[config.mk]
export PLATFORM = sky130hd
export DESIGN_NAME = counter_updown_param
export DESIGN_NICKNAME = d
export VERILOG_FILES = /design/src/rtl/counter_updown_param.sv
export SDC_FILE = /design/constraint.sdc
export NUM_CORES = 1
export LEC_CHECK = 0
export ABC_CLOCK_PERIOD_IN_PS = 2760
export BUFFER_PORTS_ARGS = -buffer_cell sky130_fd_sc_hd__buf_2
export CORE_MARGIN = 2
export CORE_UTILIZATION = 42
export CTS_CLUSTER_SIZE = 30
export DETAILED_ROUTE_END_ITERATION = 8
export PLACE_DENSITY = 0.66
export SLEW_MARGIN = 0
export SYNTH_ARGS = -nofsm -noshare
export SYNTH_HDL_FRONTEND = slang
export SYNTH_SLANG_ARGS = --single-unit
[constraint.sdc]
create_clock -name clk -period 2.76 [get_ports clk]
set_clock_uncertainty 0.2 [all_clocks]
set_input_delay 0.414 -clock clk [delete_from_list [all_inputs] [get_ports clk]]
set_output_delay 0.414 -clock clk [all_outputs]
set_load 0.03 [all_outputs]
[src/rtl/counter_updown_param.sv]
// Parameterised up/down counter with a bounded range, an enable prescaler,
// wrap or saturate behaviour at the bounds, and a registered terminal-count pulse.
module counter_updown_param #(
    parameter int WIDTH     = 8,
    parameter int MAX_VALUE = 200,
    parameter int MIN_VALUE = 0,
    parameter int PRESCALE  = 1,
    parameter int SATURATE  = 0
) (
    input  logic             clk,
    input  logic             RST,
    input  logic             en,
    input  logic             up_down,
    input  logic             load,
    input  logic [WIDTH-1:0] load_value,
    output logic [WIDTH-1:0] counter,
    output logic             tc,
    output logic             at_max,
    output logic             at_min
);

    // Prescaler needs at least one bit even when every enabled cycle is a step.
    localparam int PS_W = (PRESCALE > 1) ? $clog2(PRESCALE) : 1;

    localparam logic [WIDTH-1:0] MAX_W   = WIDTH'(MAX_VALUE);
    localparam logic [WIDTH-1:0] MIN_W   = WIDTH'(MIN_VALUE);
    localparam logic [PS_W-1:0]  PS_LAST = PS_W'(PRESCALE - 1);

    // Reject parameter sets whose range cannot be represented or is empty.
    if (WIDTH < 1 || WIDTH > 62) begin : g_bad_width
        $error("counter_updown_param: WIDTH must be in 1..62");
    end
    if (MIN_VALUE < 0 || MIN_VALUE >= MAX_VALUE) begin : g_bad_range
        $error("counter_updown_param: need 0 <= MIN_VALUE < MAX_VALUE");
    end
    if (longint'(MAX_VALUE) > ((longint'(1) << WIDTH) - 1)) begin : g_bad_max
        $error("counter_updown_param: MAX_VALUE does not fit in WIDTH bits");
    end
    if (PRESCALE < 1) begin : g_bad_prescale
        $error("counter_updown_param: PRESCALE must be at least 1");
    end

    logic [WIDTH-1:0] cnt_q, cnt_d;
    logic [PS_W-1:0]  ps_q, ps_d;
    logic             tc_q, tc_d;

    // Loaded values are forced into the legal range so the count never escapes it.
    function automatic logic [WIDTH-1:0] clamp_load(input logic [WIDTH-1:0] v);
        if (v >= MAX_W) begin
            return MAX_W;
        end
        if (v <= MIN_W) begin
            return MIN_W;
        end
        return v;
    endfunction

    // Next-state: load beats stepping; a step happens on the last prescaler slot.
    always_comb begin
        cnt_d = cnt_q;
        ps_d  = ps_q;
        tc_d  = 1'b0;
        if (load) begin
            cnt_d = clamp_load(load_value);
            ps_d  = '0;
        end else if (en) begin
            if (ps_q == PS_LAST) begin
                ps_d = '0;
                if (up_down) begin
                    if (cnt_q == MAX_W) begin
                        tc_d  = 1'b1;
                        cnt_d = (SATURATE != 0) ? MAX_W : MIN_W;
                    end else begin
                        cnt_d = cnt_q + 1'b1;
                    end
                end else begin
                    if (cnt_q == MIN_W) begin
                        tc_d  = 1'b1;
                        cnt_d = (SATURATE != 0) ? MIN_W : MAX_W;
                    end else begin
                        cnt_d = cnt_q - 1'b1;
                    end
                end
            end else begin
                ps_d = ps_q + 1'b1;
            end
        end
    end

    // State registers; reset discards count and prescaler progress.
    always_ff @(posedge clk) begin
        if (RST) begin
            cnt_q <= MIN_W;
            ps_q  <= '0;
            tc_q  <= 1'b0;
        end else begin
            cnt_q <= cnt_d;
            ps_q  <= ps_d;
            tc_q  <= tc_d;
        end
    end

    assign counter = cnt_q;
    assign tc      = tc_q;
    assign at_max  = (cnt_q == MAX_W);
    assign at_min  = (cnt_q == MIN_W);

endmodule

Yosys cells after proc, flatten, opt, wreduce, memory -nomap -nowiden
Index checks and enable logic that the tools add are counted.
{ "op_classes": {"n_addsub": 3, "multipliers": 0, "div": 0, "magnitude_cmp": 2, "eq_ne": 2, "n_shift": 0, "muxes": 19, "n_bitwise": 1, "reduce_logical": 5} }
{ "ops": {"columns": ["cell", "n"], "rows": [
  ["2-to-1 mux 8 bit", 10],
  ["2-to-1 mux 1 bit", 9],
  ["adder 8 x 1 -> 8 bit (second input constant)", 1],
  ["== test 8 bit (second input constant)", 1],
  [">= comparator 8 bit (second input constant)", 1],
  ["less-or-equal comparator 8 x 1 -> 1 bit (second input constant)", 1],
  ["zero test 8 bit", 1],
  ["subtractor 8 x 1 -> 8 bit (second input constant)", 1],
  ["OR reduction 4 bit", 1],
  ["inequality test 2 bit (second input constant)", 1],
  ["AND reduction 2 bit", 1],
  ["nonzero test 2 bit", 1],
  ["OR reduction 2 bit", 1],
  ["adder 1 bit (second input constant)", 1],
  ["inverter 1 bit", 1]
]} }
{ "totals": {"ff_bits": 10, "latchBits": 0, "ramBits": 0, "rom_bits": 0, "input_bits": 13, "out_inout_bits": 11, "wordCells": 35, "mem_count": 0} }

Logic depth before layout (Yosys ltp)
{ "depth": {"ltp_word": 8, "ltp_mapped": 6, "ltp_nobuf": 6} }

Worst setup path before layout
No wires, ideal clock.
{ "synth_timing": {"kind": "register to output", "from": "reg cnt_q[0], in the netlist counter[0]", "to": "out at_max", "arrival_ps": 1685, "required_ps": 2146, "setup_slack_ps": 461, "stages_incl_launch_ff": 5, "n_path_buf": 0, "cell_sequence": "dfxtp_1 -> inv_1 -> ha_1 -> or4b_4 -> nor2_1"} }
{ "synth_between": {"elab_chain_len": 1} }
{ "synth_rtl": {"columns": ["item", "line", "source"], "rows": [
  ["start: declaration", "43", "logic [WIDTH-1:0] cnt_q, cnt_d;"],
  ["start signal: assignment", "97", "cnt_q <= cnt_d;"],
  ["== test 8 bit", "105", "assign at_max = (cnt_q == MAX_W);"],
  ["end: declaration", "18", "output logic at_max,"]
]} }
Every way passes these cells.

Final worst setup path
Ends and elaborated chain as after synthesis.

==> results list <==
- On the worst path, the slowest cell contributes a delay of 0.48 ns.
- Pins over their slew limit: 0
- Number of vias in the routed layout: 1,012
- STA classifies the critical path endpoint as an output port.
* Share of the clock period used by the worst path: 0.883
- Start-to-end type of the worst setup path: register to output port
- Worst Setup Start Kind: register
* Ys async rst share: 0
- Setup TNS: 0 ns
* Sinks on the clock net: 9
- Wirelength, routed: 2.72 mm
- Detailed-route vias per instance: 6.29
- The die covers 0.00249 mm^2.
- After synthesis the cells add up to 885 um^2.
- Number of buffers added for setup after CTS: 0
- Final standard cell utilization of the core: 0.512
- For this design the total switching power over the nets is 0.201 mW.
* Avg WL per Cell: 16.9 um
* Synthesized area per cell: 7.56 um^2
- Of the total power, the clock network draws 0.255.
* Area added between synthesis and finish: 14.7%
- Total congestion overflow: 0
- For this design the ratio of total power to cell area is 460 mW/mm^2.
- The number of antenna violations at the first check in global routing came to 0.
* Top-level I/O count: 24
* Nets in the synthesized netlist: 133
- Endpoint required time on the critical path: 2.15 ns
- Count of antenna-violating nets left after detailed routing: 0
- In the synthesized netlist the dominant register cell turns out to be sky130_fd_sc_hd__dfxtp_1.
* CTS max path bufs: 2
* Cell leakage power: 0.407 nW
* Number of H-tree levels: 1
- Input and output buffers added on the ports amount to 23.
* Site Rows: 16
- Summed over all instances, the cell type with the most area after synthesis is sky130_fd_sc_hd__dfxtp_1.
- Critical path data arrival time: 1.82 ns
- Global-route wire length before repair: 4.31 mm
- Yosys Warn Count: 0
- Peak fanout along the critical path: 9
- Most common cell after layout, fill and taps aside: sky130_fd_sc_hd__buf_2
- The path class of the tightest hold or removal check is input port to register.
- Yosys mapped a number of flops with a built-in enable equal to 0.
- Top cell type's share of synthesized area: 0.204
- Cell internal power was estimated by the tool at 0.266 mW.
- The wire-length estimate of the detail-placed layout is 1.91 mm.
* Register area share after synthesis: 0.204
- Flop pwr share: 0.368
- Initial DRC count: 41
- At the end of routability-driven placement, the weighted congestion stood at 0.903.
* Fmax: 0.410 GHz
- Proportion of power drawn by combinational gates: 0.376
* Setup violation total in the final timing report: 0
- Critical path's slowest cell: sky130_fd_sc_hd__or4b_4
* Fillcell total: 198
* # diodes: 0
- CTS tree: built
- Post-CTS clock slew at the launch and capture registers of the worst setup and hold paths: 0.07 ns
- Total count of hold-check failures in the final report: 0
- Flip-flop and latch count after synthesis: 9
- Worst vdd rail ir drop: 0.000245 V
* Final cell count without fillers: 161
- Clock latency of the later-clocked register in the worst-skew pair: 0.28 ns
* Relative max-transition margin: 0.597
* Register cell area after layout: 180 um^2
* Result of the run: finished, final reports clean
* Maximum capacitance violations: 0
- Sum of internal, switching and leakage power: 0.467 mW
* Via count of the first global-routing pass: 911
- For this run, design rule violations remaining after detail routing come to 0.
* Router iterations before antenna repair: 4
* Cells taking the most area after synthesis: sky130_fd_sc_hd__dfxtp_1 (20%), sky130_fd_sc_hd__xnor2_1 (5.0%), sky130_fd_sc_hd__ha_1 (4.2%)
- Of the total power, the share spent switching nets is 0.430.
* Ratio of cells with drive above 1 in the final layout: 0.239
- Hold Buf Count CTS: 0
* Cells along the critical path: inv_1 -> ha_1 -> or4b_4 -> nor2_1 -> buf_2
- Synthesized netlist cell count: 117
- The tree is rooted in a sky130_fd_sc_hd__clkbuf_4.
* Core Area: 0.00198 mm^2
- CTS Buf Count: 3
- From bottom edge to top edge, the die measures 49.9 um.
- The net count of the finished layout is 151.
* Unrepaired setup endpoints after global routing: false
* Multi-input logic area: 626 um^2
* Overall fraction of global-route tracks in use: 0.226
- After layout, the worst setup slack is 0.324 ns.
* Most used cells in the layout excluding fill and tap cells: sky130_fd_sc_hd__buf_2 (23), sky130_fd_sc_hd__inv_1 (9), sky130_fd_sc_hd__dfxtp_1 (9), sky130_fd_sc_hd__nand3_1 (6), sky130_fd_sc_hd__nor3_1 (6)
- Die X: 49.9 um
- After clock tree synthesis, the repair step resized 0 gates.
* Least-Margin Pin Slew: 0.596 ns
- Counting I/O delays and the setup requirement, the final critical path takes 2.44 ns.
- The initial utilization of the core area, before any placement, comes to 0.446.
- Yosys cell types: 47
- Placed instance count: 157
- Placement Setup Slack: 0.615 ns
- Pin count of the biggest net entering global routing: 19
synth_stat cells, types with 2 or more instances:
cell type,number
sky130_fd_sc_hd__a2111oi_0,3
sky130_fd_sc_hd__nand4_1,3
sky130_fd_sc_hd__nor3_1,6
sky130_fd_sc_hd__o22ai_1,2
sky130_fd_sc_hd__o31a_1,2
sky130_fd_sc_hd__o21ai_0,3
sky130_fd_sc_hd__nor4_1,5
sky130_fd_sc_hd__inv_1,9
sky130_fd_sc_hd__clkbuf_1,8
sky130_fd_sc_hd__dfxtp_1,9
sky130_fd_sc_hd__nor2_1,5
sky130_fd_sc_hd__nand2_1,4
sky130_fd_sc_hd__ha_1,3
sky130_fd_sc_hd__nand3_1,6
sky130_fd_sc_hd__and3_1,5
sky130_fd_sc_hd__a21oi_1,5
sky130_fd_sc_hd__a31oi_1,2
sky130_fd_sc_hd__xnor2_1,5
sky130_fd_sc_hd__a211oi_1,2
sky130_fd_sc_hd__o21ai_1,3
layout make-up:
class | instances | area share
multi-input cells | 89 | 0.617
flip-flops and latches | 9 | 0.178
repair buffers | 23 | 0.113
inverters | 9 | 0.0333
well taps | 27 | 0.0333
clock buffers | 4 | 0.0259
critical path, delay by kind of cell, from the launching register on:
family,cells,cell delay (ns)
adders and majority gates,1,0.20
and+or+nand+nor,2,0.60
DFF,1,0.39
buffers and inverters,2,0.35
sequential cells by signal, summed over array words and instances (netlist names):
register,flops
tc,1
counter,8
logic make-up after synthesis:
group           share of synthesized area
buf+inv                            0.0891
xor+xnor                           0.0495
compound gates                      0.324
fa+ha+maj                          0.0424
flops                               0.204
simple gates                        0.291
final timing paths:
path / startpoint / end / slack [ns] / depth (start not counted)
worst min register to register: counter[0] / counter[0] / 0.47 / 2
worst max-delay path: counter[0] / at_max / 0.32 / 5
worst max register to register: counter[0] / counter[6] / 0.57 / 6
worst min-delay path: load_value[5] / counter[5] / 0.16 / 3
power groups by stage:
| stage | clock (mW) | combinational, mW | sequential (mW) |
|---|---|---|---|
| 3_5_place_dp | 0 | 0.172 | 0.174 |
| 3_3_place_gp | 0 | 0.170 | 0.173 |
| 2_1_floorplan | 0 | 0.123 | 0.177 |
| 4_1_cts | 0.116 | 0.173 | 0.171 |
| 6_report | 0.119 | 0.176 | 0.172 |
| 5_1_grt | 0.123 | 0.191 | 0.175 |
per-stage QoR:
stage / instance area (um^2) / hold WS (ns)
floorplan: 885 / 0.347
global placement: 988 / 0.447
detailed placement: 988 / 0.452
CTS: 1010 / 0.173
global route: 1010 / 0.202
finish: 1010 / 0.164
per-layer routing:
layer | up-vias | track usage | routed length [um]
li1 | 489 | - | -
met1 | 479 | 0.287 | 1160
met2 | 38 | 0.389 | 1360
met3 | 6 | 0.0364 | 159
met4 | 0 | 0.0694 | 43
met5 | - | 0 | 0
(Power assumes the default switching activity.)
